**config.mk**
```make
export PLATFORM = sky130hd
export DESIGN_NAME = scrambler_lfsr_param
export DESIGN_NICKNAME = d
export VERILOG_FILES = /design/src/rtl/scrambler_lfsr_param.sv
export SDC_FILE = /design/constraint.sdc
export NUM_CORES = 1
export LEC_CHECK = 0
export BUFFER_PORTS_ARGS = -buffer_cell sky130_fd_sc_hd__buf_2
export CAP_MARGIN = 20
export CELL_PAD_IN_SITES_DETAIL_PLACEMENT = 1
export CELL_PAD_IN_SITES_GLOBAL_PLACEMENT = 1
export CORE_MARGIN = 2
export CORE_UTILIZATION = 42
export CTS_BUF_LIST = sky130_fd_sc_hd__clkbuf_2
export CTS_CLUSTER_SIZE = 10
export DETAILED_ROUTE_END_ITERATION = 7
export GPL_ROUTABILITY_DRIVEN = 0
export PLACE_DENSITY_LB_ADDON = 0.1
export SYNTH_ARGS = -nofsm -noshare
export SYNTH_HDL_FRONTEND = slang
export SYNTH_SLANG_ARGS = --single-unit
```
**constraint.sdc**
```tcl
create_clock -name CLK -period 2.58 [get_ports CLK]
set_clock_uncertainty 0.2 [all_clocks]
set_input_delay 0.387 -clock CLK [delete_from_list [all_inputs] [get_ports CLK]]
set_output_delay 0.387 -clock CLK [all_outputs]
set_load 0.005 [all_outputs]
```
**src/rtl/scrambler_lfsr_param.sv**
```systemverilog
// Parametrised Fibonacci-LFSR scrambler/descrambler with a seed port and an output FIFO.
// Optional macro SCRAMBLER_BYPASS_EN adds a 'bypass' input that passes words through unscrambled.
module scrambler_lfsr_param #(
  parameter int                 DATA_W     = 4,
  parameter int                 LFSR_W     = 7,
  parameter logic [LFSR_W-1:0]  TAPS       = 7'b1001000,
  parameter int                 MODE       = 0,
  parameter int                 FIFO_DEPTH = 2
) (
  input  logic              CLK,
  input  logic              RST_N,
`ifdef SCRAMBLER_BYPASS_EN
  input  logic              bypass,
`endif
  input  logic [DATA_W-1:0] in_data,
  input  logic              in_en,
  output logic              in_rdy,
  input  logic [LFSR_W-1:0] seed_data,
  input  logic              seed_en,
  output logic              seed_rdy,
  input  logic              out_en,
  output logic [DATA_W-1:0] out_data,
  output logic              out_rdy
);

  localparam int AW = (FIFO_DEPTH > 1) ? $clog2(FIFO_DEPTH) : 1;
  localparam int CW = AW + 1;
  localparam logic [CW-1:0] FULL_CNT = CW'(FIFO_DEPTH);

  typedef enum logic {S_UNSEEDED, S_RUN} state_t;

  state_t              state_q, state_d;
  logic [LFSR_W-1:0]   lfsr_q, lfsr_d;
  logic [CW-1:0]       count_q, count_d;
  logic [AW-1:0]       rdPtr_q, wrPtr_q;
  logic [DATA_W-1:0]   mem_q [FIFO_DEPTH];
  logic [DATA_W-1:0]   outData_q;
  logic                inRdy_q, inRdy_d;
  logic                seedRdy_q;

  logic                inFire, outFire, seedFire, bypassActive;
  logic [LFSR_W-1:0]   lfsrStep, seedValue;
  logic [DATA_W-1:0]   scrWord, procWord;
  logic                bitD, bitFb, bitO;
  logic [AW-1:0]       rdNext;

`ifdef SCRAMBLER_BYPASS_EN
  assign bypassActive = bypass;
`else
  assign bypassActive = 1'b0;
`endif

  assign inFire   = in_en & inRdy_q;
  assign outFire  = out_en & out_rdy;
  assign seedFire = seed_en & seedRdy_q;
  assign rdNext   = rdPtr_q + AW'(1);

  // All DATA_W bit steps unrolled; the MSB of the word is the first bit on the line.
  always_comb begin
    lfsrStep = lfsr_q;
    scrWord  = '0;
    bitD     = 1'b0;
    bitFb    = 1'b0;
    bitO     = 1'b0;
    for (int i = DATA_W - 1; i >= 0; i--) begin
      bitD       = in_data[i];
      bitFb      = ^(lfsrStep & TAPS);
      bitO       = bitD ^ bitFb;
      scrWord[i] = bitO;
      case (MODE)
        0:       lfsrStep = {lfsrStep[LFSR_W-2:0], bitFb};
        1:       lfsrStep = {lfsrStep[LFSR_W-2:0], bitO};
        default: lfsrStep = {lfsrStep[LFSR_W-2:0], bitD};
      endcase
    end
  end

  always_comb begin
    procWord  = bypassActive ? in_data : scrWord;
    seedValue = (MODE == 0 && seed_data == '0) ? '1 : seed_data;
    lfsr_d    = lfsr_q;
    if (seedFire)
      lfsr_d = seedValue;
    else if (inFire && !bypassActive)
      lfsr_d = lfsrStep;
    count_d = count_q;
    case ({inFire, outFire})
      2'b10:   count_d = count_q + CW'(1);
      2'b01:   count_d = count_q - CW'(1);
      default: count_d = count_q;
    endcase
    state_d = seedFire ? S_RUN : state_q;
    inRdy_d = (state_d == S_RUN) && (count_d != FULL_CNT);
  end

  // Control FSM, LFSR and FIFO share one register block; the head word is kept registered.
  always_ff @(posedge CLK or negedge RST_N) begin
    if (!RST_N) begin
      state_q   <= S_UNSEEDED;
      lfsr_q    <= '1;
      count_q   <= '0;
      rdPtr_q   <= '0;
      wrPtr_q   <= '0;
      outData_q <= '0;
      inRdy_q   <= 1'b0;
      seedRdy_q <= 1'b0;
      for (int i = 0; i < FIFO_DEPTH; i++) mem_q[i] <= '0;
    end else begin
      state_q   <= state_d;
      lfsr_q    <= lfsr_d;
      count_q   <= count_d;
      inRdy_q   <= inRdy_d;
      seedRdy_q <= 1'b1;
      if (inFire) begin
        mem_q[wrPtr_q] <= procWord;
        wrPtr_q        <= wrPtr_q + AW'(1);
      end
      if (outFire) begin
        rdPtr_q <= rdNext;
        if (count_q > CW'(1))
          outData_q <= mem_q[rdNext];
        else if (inFire)
          outData_q <= procWord;
      end else if (inFire && count_q == '0) begin
        outData_q <= procWord;
      end
    end
  end

  assign in_rdy   = inRdy_q;
  assign seed_rdy = seedRdy_q;
  assign out_rdy  = (count_q != '0);
  assign out_data = outData_q;

endmodule
```
==> flow_summary.json, run 1 <==
{
  "final_cell_mix": "nand2_1 (26), buf_2 (22), dfrtp_1 (19)",
  "ir_worst_vdd_mv": 0.337,
  "cts_buffer_depth": 2,
  "timing.rr.end": "out_data[3]",
  "wire_per_inst_um": 13.8,
  "viasPerCell": 5.09,
  "placed_cell_area_um2": 1430,
  "fin_crit_sh_pct": 79.3,
  "ys_ff_latch": 26,
  "mostFrequentLayoutCell": "nand2_1",
  "setup_violations": 0,
  "grt_overflow": 0,
  "maxCapViolations": 0,
  "ant_nets": 0,
  "hold_depth": 3,
  "die_h_um": 59.6,
  "grt_start_max_net_pins": 27,
  "async_reset_ff_share_pct": 100,
  "synth_area_um2": 1300,
  "first_pass_iters": 4,
  "final_area_um2": 1460,
  "min-delay-start": "seed_en",
  "initialDrtViolationCount": 37,
  "antenna_found_initial": 0,
  "clk_pin_slew_ns": 0.24,
  "syn_nets": 151,
  "finalHoldViolCount": 0,
  "root_buffer": "clkbuf_2",
  "initial_core_util_pct": 43.2,
  "hpwl_mm": 2.01,
  "hold_path.class": "primary input to register",
  "yosysSeqAreaShare_pct": 50.9,
  "rows": 20,
  "relSlewSlack_pct": 61.7,
  "track_usage_pct": 17.1,
  "grt_first_pass_wirelength_mm": 4.44,
  "synth_top_flop_cell": "dfrtp_1",
  "antenna_cells": 0,
  "timing.rr.start": "count_q[0]",
  "cts_tree": "done",
  "preCtsSetupSlack_ns": 0.548,
  "min_period_ns": 2.05,
  "path_max_fanout": 6,
  "final_util_pct": 48.7,
  "avgSynthCellArea_um2": 9.75,
  "cp-end-kind": "register",
  "synth.distinct_cells": 29,
  "coreArea_um2": 3000,
  "fill_cells": 370,
  "syn2layout_area_growth_pct": 12.7,
  "via_count": 962,
  "clk_latency_ns": 0.35,
  "remaining_drc_errors": 0,
  "leakage_nw": 0.647,
  "fin_hold_ws_ns": 0.0796,
  "post_cts_buffers": 0,
  "port_buffers": 22,
  "rsz0062_at_grt": "no",
  "worstPathRequired_ns": 2.68,
  "hold_end": "state_q",
  "rr_worst_depth": 6,
  "worstSetupStartpointType": "register",
  "fin_setup_tns_ns": 0,
  "cp.arrival_ns": 2.14,
  "reg2reg_setup_slack_ns": 0.53,
  "boundaryPins": 23,
  "status": "completed",
  "grt_pass1_vias": 1018,
  "fp.dieW_um": 59.6,
  "fin_nets": 175,
  "dieArea_um2": 3550,
  "clock-sinks": 26,
  "yosysWarnings": 0,
  "drt-total-wl_mm": 2.60,
  "fin_cells": 189,
  "drive_above_1_share_pct": 24.4,
  "synth-edff-count": 0,
  "cts_buffers": 3,
  "final_max_slew_viol_count": 0,
  "crit_type": "register to register",
  "p_per_area_nw_per_um2": 1110,
  "synthCells": 133,
  "tightest_slew_ns": 0.575,
  "p_total_mw": 1.63,
  "htree_levels": 1,
  "dp_cells": 184,
  "fin_ws_ns": 0.533,
  "fmax_mhz": 489
}
[worst max path at each step]
stage / from / cells past startpoint / slack, ns / end
floorplan: count_q[0] / 6 / 0.74 / out_data[3]
global placement: count_q[0] / 6 / 0.65 / out_data[3]
detailed placement: count_q[0] / 6 / 0.55 / out_data[3]
CTS: count_q[0] / 6 / 0.53 / out_data[3]
global route: count_q[1] / 6 / 0.34 / out_data[3]
finish: count_q[0] / 6 / 0.53 / out_data[3]
[registers in the layout, indices dropped and copies added (netlist names)]
name	count
seed_rdy	1
count_q	2
in_rdy	1
lfsr_q	7
state_q	1
mem_q	8
rdPtr_q	1
out_data	4
wrPtr_q	1
[report_power, final]
group          internal [mW]  switching, mW  leakage [nW]
sequential             0.623          0.146         0.302
clock                 0.0337          0.119        0.0140
combinational          0.334          0.371         0.331
total                  0.990          0.636         0.647
[critical path, stage by stage, from the launching register on]
cell and delay, ns:
dfrtp_1 0.48, inv_1 0.07, ha_1 0.26, nand2b_1 0.23
nor2_1 0.27, mux2_2 0.37, o21ai_0 0.13
[logic make-up (layout without fill, tap and decap cells)]
group                    Yosys count  count (layout)  share of synthesized area [%]
AND/OR/NAND/NOR                   48              48                           17.9
AO/OA/AOI/OAI                     29              29                           13.0
flip-flops                        26              26                           50.9
XOR/XNOR                          14              14                           9.46
buffers and inverters              8              31                           2.32
multiplexers                       5               5                           4.25
adder cells (fa/ha/maj)            2               2                           1.93
other                              1               1                          0.289
[cell type report]
class	count	area [µm²]	area share (%)
clock inverters	1	3.75	0.257
multi-input cells	99	607	41.5
well taps	33	41.3	2.83
clock buffers	3	15.0	1.03
flip-flops and latches	26	659	45.1
inverters	4	15.0	1.03
repair buffers	23	120	8.22
[cells in the mapped netlist, types with 3 or more instances]
master	instances	area share (%)
nand2_1	26	7.5
dfrtp_1	19	37
o21ai_0	13	5.0
xor2_1	8	5.4
dfstp_2	7	14
nor3_1	7	2.7
nor2_1	6	1.7
xnor2_1	6	4.1
a21oi_1	5	1.9
clkbuf_1	4	1.2
inv_1	4	1.2
mux2_2	4	3.5
a22oi_1	3	1.7
a31oi_1	3	1.4
nand2b_1	3	1.4
[per-layer routing]
layer	global-route usage, %	share of wire [%]	vias to the layer above
met2	27.8	46	15
met5	0	0	-
met4	6.67	0.73	0
met1	22.8	51	448
li1	-	-	497
met3	2.62	2.9	2
[what timing repair did]
| item | CTS | global route |
|---|---|---|
| endpoints found under the hold margin | 19 | 0 |
| hold buffers | 1 | 0 |
| gates resized for setup | 0 | 0 |
Note: power is estimated with default switching activity, not from simulation.
==> run 2: changes to the inputs <==
Settings changed: ABC_AREA set to 1, CORE_UTILIZATION 42 to 38.
Clock period 2.58 ns to 1.7 ns, I/O delays scaled along.
==> flow_summary.json, run 2 <==
{
  "status": "completed",
  "clk_pin_slew_ns": 0.27,
  "synth-edff-count": 0,
  "htree_levels": 1,
  "coreArea_um2": 3630,
  "final_max_slew_viol_count": 0,
  "mostFrequentLayoutCell": "nand2_1",
  "clock-sinks": 26,
  "grt_overflow": 0,
  "boundaryPins": 23,
  "multi_input_area_um2": 659,
  "p_per_area_nw_per_um2": 1670,
  "synthCells": 176,
  "cts_buffer_depth": 2,
  "setup_violations": 0,
  "min-delay-start": "seed_en",
  "dieArea_um2": 4240,
  "antenna_found_initial": 0,
  "hpwl_mm": 2.49,
  "placed_cell_area_um2": 1580,
  "viasPerCell": 4.74,
  "final_cell_mix": "nand2_1 (56), buf_2 (21), dfrtp_1 (19)",
  "grt_pass1_vias": 1323,
  "drive_above_1_share_pct": 27.1,
  "cp.arrival_ns": 1.22,
  "finalHoldViolCount": 0,
  "yosysSeqAreaShare_pct": 46.5,
  "syn_nets": 194,
  "crit_type": "register to output pin",
  "min_period_ns": 1.67,
  "first_pass_iters": 3,
  "hold_path.class": "primary input to register",
  "synth_top_flop_cell": "dfrtp_1",
  "clk_latency_ns": 0.37,
  "fin_nets": 237,
  "worstSetupStartpointType": "register",
  "synth_area_leaders": "dfrtp_1 (34%), nand2_1 (15%), dfstp_2 (13%)",
  "fmax_mhz": 599,
  "maxCapViolations": 0,
  "synth.distinct_cells": 26,
  "reg2reg_setup_slack_ns": 0.10,
  "avgSynthCellArea_um2": 8.05,
  "fin_crit_sh_pct": 98.3,
  "async_reset_ff_share_pct": 100,
  "root_buffer": "clkbuf_2",
  "cp-end-kind": "output pin",
  "timing.rr.end": "in_rdy",
  "via_count": 1260,
  "seq_area_um2": 659,
  "yosysTopAreaCell": "dfrtp_1",
  "initial_core_util_pct": 39.0,
  "final_area_um2": 1810,
  "synth_area_um2": 1420,
  "track_usage_pct": 18.0,
  "grt_first_pass_wirelength_mm": 5.90,
  "largest_reg_flops": 8,
  "yosys-top-cells-count": "nand2_1 (56), dfrtp_1 (19), inv_1 (18)",
  "hold_depth": 5,
  "wire_per_inst_um": 12.7,
  "rows": 22,
  "yosysWarnings": 0,
  "remaining_drc_errors": 0,
  "ys_ff_latch": 26,
  "port_buffers": 22,
  "die_h_um": 65.1,
  "tightest_slew_ns": 0.591,
  "worstPathRequired_ns": 1.24,
  "timing.rr.start": "count_q[0]",
  "p_total_mw": 3.02,
  "synth_top_area_share_pct": 33.5,
  "ant_nets": 0,
  "syn2layout_area_growth_pct": 27.4,
  "fp.dieW_um": 65.1,
  "fill_cells": 463,
  "dp_cells": 245,
  "synth.most_common_cell": "nand2_1",
  "path_max_fanout": 3,
  "cts_buffers": 3,
  "ir_worst_vdd_mv": 0.647,
  "regMostFlops": "mem_q",
  "antenna_cells": 0,
  "fin_cells": 266,
  "drt-total-wl_mm": 3.38,
  "leakage_nw": 0.918,
  "initialDrtViolationCount": 35,
  "rr_worst_depth": 9,
  "relSlewSlack_pct": 60.6,
  "hold_end": "lfsr_q[2]",
  "grt_start_max_net_pins": 27,
  "rsz0062_at_grt": "yes",
  "cts_tree": "done"
}
-- run 2: report_power, final --
part | switching (mW) | total, mW | leakage (nW) | internal [mW]
clock | 0.199 | 0.402 | 0.0266 | 0.202
combinational | 0.820 | 1.46 | 0.596 | 0.636
sequential | 0.218 | 1.16 | 0.295 | 0.946
total | 1.24 | 3.02 | 0.918 | 1.78
-- run 2: cells by family after synthesis --
| family | share of synthesized area, % |
|---|---|
| AND/OR/NAND/NOR | 25.8 |
| AO/OA/AOI/OAI | 11.5 |
| buffers and inverters | 8.03 |
| flip-flops | 46.5 |
| XOR/XNOR | 6.18 |
| adder cells (fa/ha/maj) | 1.76 |
| other | 0.265 |
-- run 2: area by class of cell --
cell class	count	share of cell area, %
clock buffer	3	0.832
clock inverter	1	1.66
inverter	24	5.41
multi-input combinational	124	36.5
sequential	26	36.5
tap	48	3.33
timing repair buffer	40	15.7
-- run 2: worst max-delay path, cell delays in order (launching register included) --
cell,delay (ns)
dfrtp_1,0.46
inv_2,0.09
ha_4,0.15
inv_4,0.04
buf_6,0.10
-- run 2: worst max path at each step --
| stage | from | to | slack (ns) | cells after the start |
|---|---|---|---|---|
| 2_1_floorplan | count_q[0] | in_rdy | 0.29 | 9 |
| 3_3_place_gp | count_q[0] | in_rdy | 0.23 | 9 |
| 3_5_place_dp | count_q[0] | in_rdy | 0.13 | 8 |
| 4_1_cts | count_q[1] | out_rdy | 0.004 | 4 |
| 5_1_grt | count_q[0] | out_rdy | -0.03 | 4 |
| 6_report | count_q[0] | out_rdy | 0.03 | 4 |
-- run 2: layer usage --
metal | up-vias | wire length (µm) | global-route usage, %
li1 | 640 | - | -
met1 | 598 | 1420 | 20.7
met2 | 18 | 1850 | 34.7
met3 | 4 | 64 | 2.08
met4 | 0 | 45 | 5.47
met5 | - | 0 | 0
-- run 2: stage by stage --
stage / util (%) / hold slack, ns / TNS [ns] / worst slack [ns]
2_1_floorplan: - / -0.241 / 0 / 0.290
3_3_place_gp: 43.4 / 0.0942 / 0 / 0.230
3_5_place_dp: 43.4 / 0.0960 / 0 / 0.131
4_1_cts: 49.0 / 0.0633 / 0 / 0.00441
5_1_grt: 49.7 / 0.0620 / -0.0315 / -0.0315
6_report: 49.7 / 0.0653 / 0 / 0.0295
-- run 2: timing repair --
item                                    4_1_cts  5_1_grt
resized for setup                             4        3
setup buffers                                 2        2
hold buffers                                 13        0
pin swaps                                     1        1
cloned                                        0        0
endpoints found under the setup margin        1        2
endpoints found under the hold margin        31        0
==> run 3: changes to the inputs <==
--- a/config.mk
+++ b/config.mk
@@ -22 +22,2 @@
 export SYNTH_SLANG_ARGS = --single-unit
+export TNS_END_PERCENT = 30
--- a/constraint.sdc
+++ b/constraint.sdc
@@ -4,2 +4,2 @@
 set_output_delay 0.255 -clock CLK [all_outputs]
-set_load 0.005 [all_outputs]
+set_load 0.02 [all_outputs]
==> flow_summary.json, run 3 (synthesis results as in run 2) <==
{
  "worstSetupStartpointType": "register",
  "relSlewSlack_pct": 60.9,
  "initialDrtViolationCount": 29,
  "cts_tree": "done",
  "antenna_cells": 0,
  "fin_nets": 237,
  "fmax_mhz": 594,
  "worstPathRequired_ns": 1.24,
  "p_per_area_nw_per_um2": 1720,
  "final_util_pct": 49.7,
  "largest_reg_flops": 8,
  "final_max_slew_viol_count": 0,
  "met1_length_mm": 1.42,
  "first_pass_iters": 2,
  "clock-sinks": 26,
  "drive_above_1_share_pct": 27.1,
  "internal_power_mw": 1.79,
  "regMostFlops": "mem_q",
  "fp.dieW_um": 65.1,
  "htree_levels": 1,
  "grt_first_pass_wirelength_mm": 5.92,
  "min-delay-start": "seed_en",
  "timing.rr.start": "count_q[1]",
  "hold_path.class": "primary input to register",
  "mostFrequentLayoutCell": "nand2_1",
  "grt_pass1_vias": 1326,
  "cts_buffers": 3,
  "syn2layout_area_growth_pct": 27.4,
  "dieArea_um2": 4240,
  "ir_worst_vdd_mv": 0.648,
  "wl_met2_mm": 1.84,
  "remaining_drc_errors": 0,
  "final_cell_mix": "nand2_1 (56), buf_2 (21), dfrtp_1 (19)",
  "fill_cells": 464,
  "highest_layer": "met4",
  "met3_length_um": 61,
  "path_max_fanout": 2,
  "fin_crit_sh_pct": 99.0,
  "leakage_nw": 0.918,
  "initial_core_util_pct": 39.0,
  "drt-total-wl_mm": 3.36,
  "rows": 22,
  "p_seq_share_pct": 37.5,
  "track_usage_pct": 18.1,
  "grt_overflow": 0,
  "cts_buffer_depth": 2,
  "maxCapViolations": 0,
  "fin_cells": 266,
  "root_buffer": "clkbuf_2",
  "finalHoldViolCount": 0,
  "coreArea_um2": 3630,
  "port_buffers": 22,
  "p_comb_share_pct": 49.5,
  "die_h_um": 65.1,
  "min_period_ns": 1.68,
  "boundaryPins": 23,
  "cp.arrival_ns": 1.23,
  "grt_start_max_net_pins": 27,
  "wire_per_inst_um": 12.6,
  "seq_area_um2": 659,
  "fin_setup_tns_ns": 0,
  "dp_cells": 245,
  "via_count": 1259,
  "status": "completed",
  "setup_violations": 0,
  "p_sw_share_pct": 42.5,
  "cp-startpoint": "count_q[1]",
  "cp-end-kind": "output pin",
  "viasPerCell": 4.73,
  "multi_input_area_um2": 659,
  "power.switching_mw": 1.32,
  "hpwl_mm": 2.49,
  "ant_nets": 0,
  "clk_pin_slew_ns": 0.28,
  "rsz0062_at_grt": "yes",
  "antenna_found_initial": 0,
  "p_total_mw": 3.11,
  "crit_type": "register to output pin",
  "clk_latency_ns": 0.37,
  "p_clk_share_pct": 13.0,
  "tightest_slew_ns": 0.587
}
[run 3: cell counts in the layout (fill, tap and decap cells not counted)]
No cell type changed its count.
[run 3: what timing repair did]
action                                  CTS  global route
hold buffers                             13             0
hold endpoints to repair                 31             0
pin swaps                                 1             0
buffers inserted                          3             1
gates resized for setup                   7             1
endpoints found under the setup margin    1             3
[run 3: power groups by stage]
stage / combinational [mW] / sequential (mW) / clock (mW)
6_report: 1.54 / 1.17 / 0.402
3_3_place_gp: 1.34 / 1.17 / 0
4_1_cts: 1.53 / 1.17 / 0.416
2_1_floorplan: 1.03 / 1.19 / 0
5_1_grt: 1.74 / 1.21 / 0.434
3_5_place_dp: 1.39 / 1.19 / 0
[run 3: cell type report]
| class | count | share of cell area (%) |
|---|---|---|
| Tap cell | 48 | 3.33 |
| Clock buffer | 3 | 0.832 |
| Timing Repair Buffer | 40 | 15.7 |
| Inverter | 24 | 5.41 |
| Sequential cell | 26 | 36.5 |
| Clock inverter | 1 | 1.66 |
| Multi-Input combinational cell | 124 | 36.5 |
[run 3: worst paths after layout]
| kind | end | slack, ns | cells past startpoint |
|---|---|---|---|
| worst max-delay path | out_rdy | 0.02 | 4 |
| worst min-delay path | lfsr_q[2] | 0.06 | 5 |
| worst max register to register | out_data[0] | 0.10 | 9 |
| worst min register to register | state_q | 0.30 | 2 |
| max in group asynchronous | lfsr_q[5] | 0.74 | 2 |
| min in group asynchronous | out_data[2] | 0.15 | 2 |
[run 3: layer usage]
layer  GRT usage [%]  vias up
met5               0        -
met4            5.47        0
met3            2.08        4
met2            34.7       18
met1            20.9      594
li1                -      643
[run 3: stage by stage]
step           setup WS [ns]  cell area (µm²)  hold slack (ns)
6_report              0.0177             1810           0.0605
3_3_place_gp           0.230             1580           0.0942
4_1_cts              0.00112             1800           0.0633
3_5_place_dp           0.131             1580           0.0960
5_1_grt              -0.0316             1810           0.0620
2_1_floorplan          0.221             1420           -0.241
[run 3: worst max-delay path, stage by stage (launching register included)]
cell and delay [ns]:
dfrtp_1 0.46, inv_2 0.09, ha_4 0.15, inv_4 0.03, buf_6 0.12
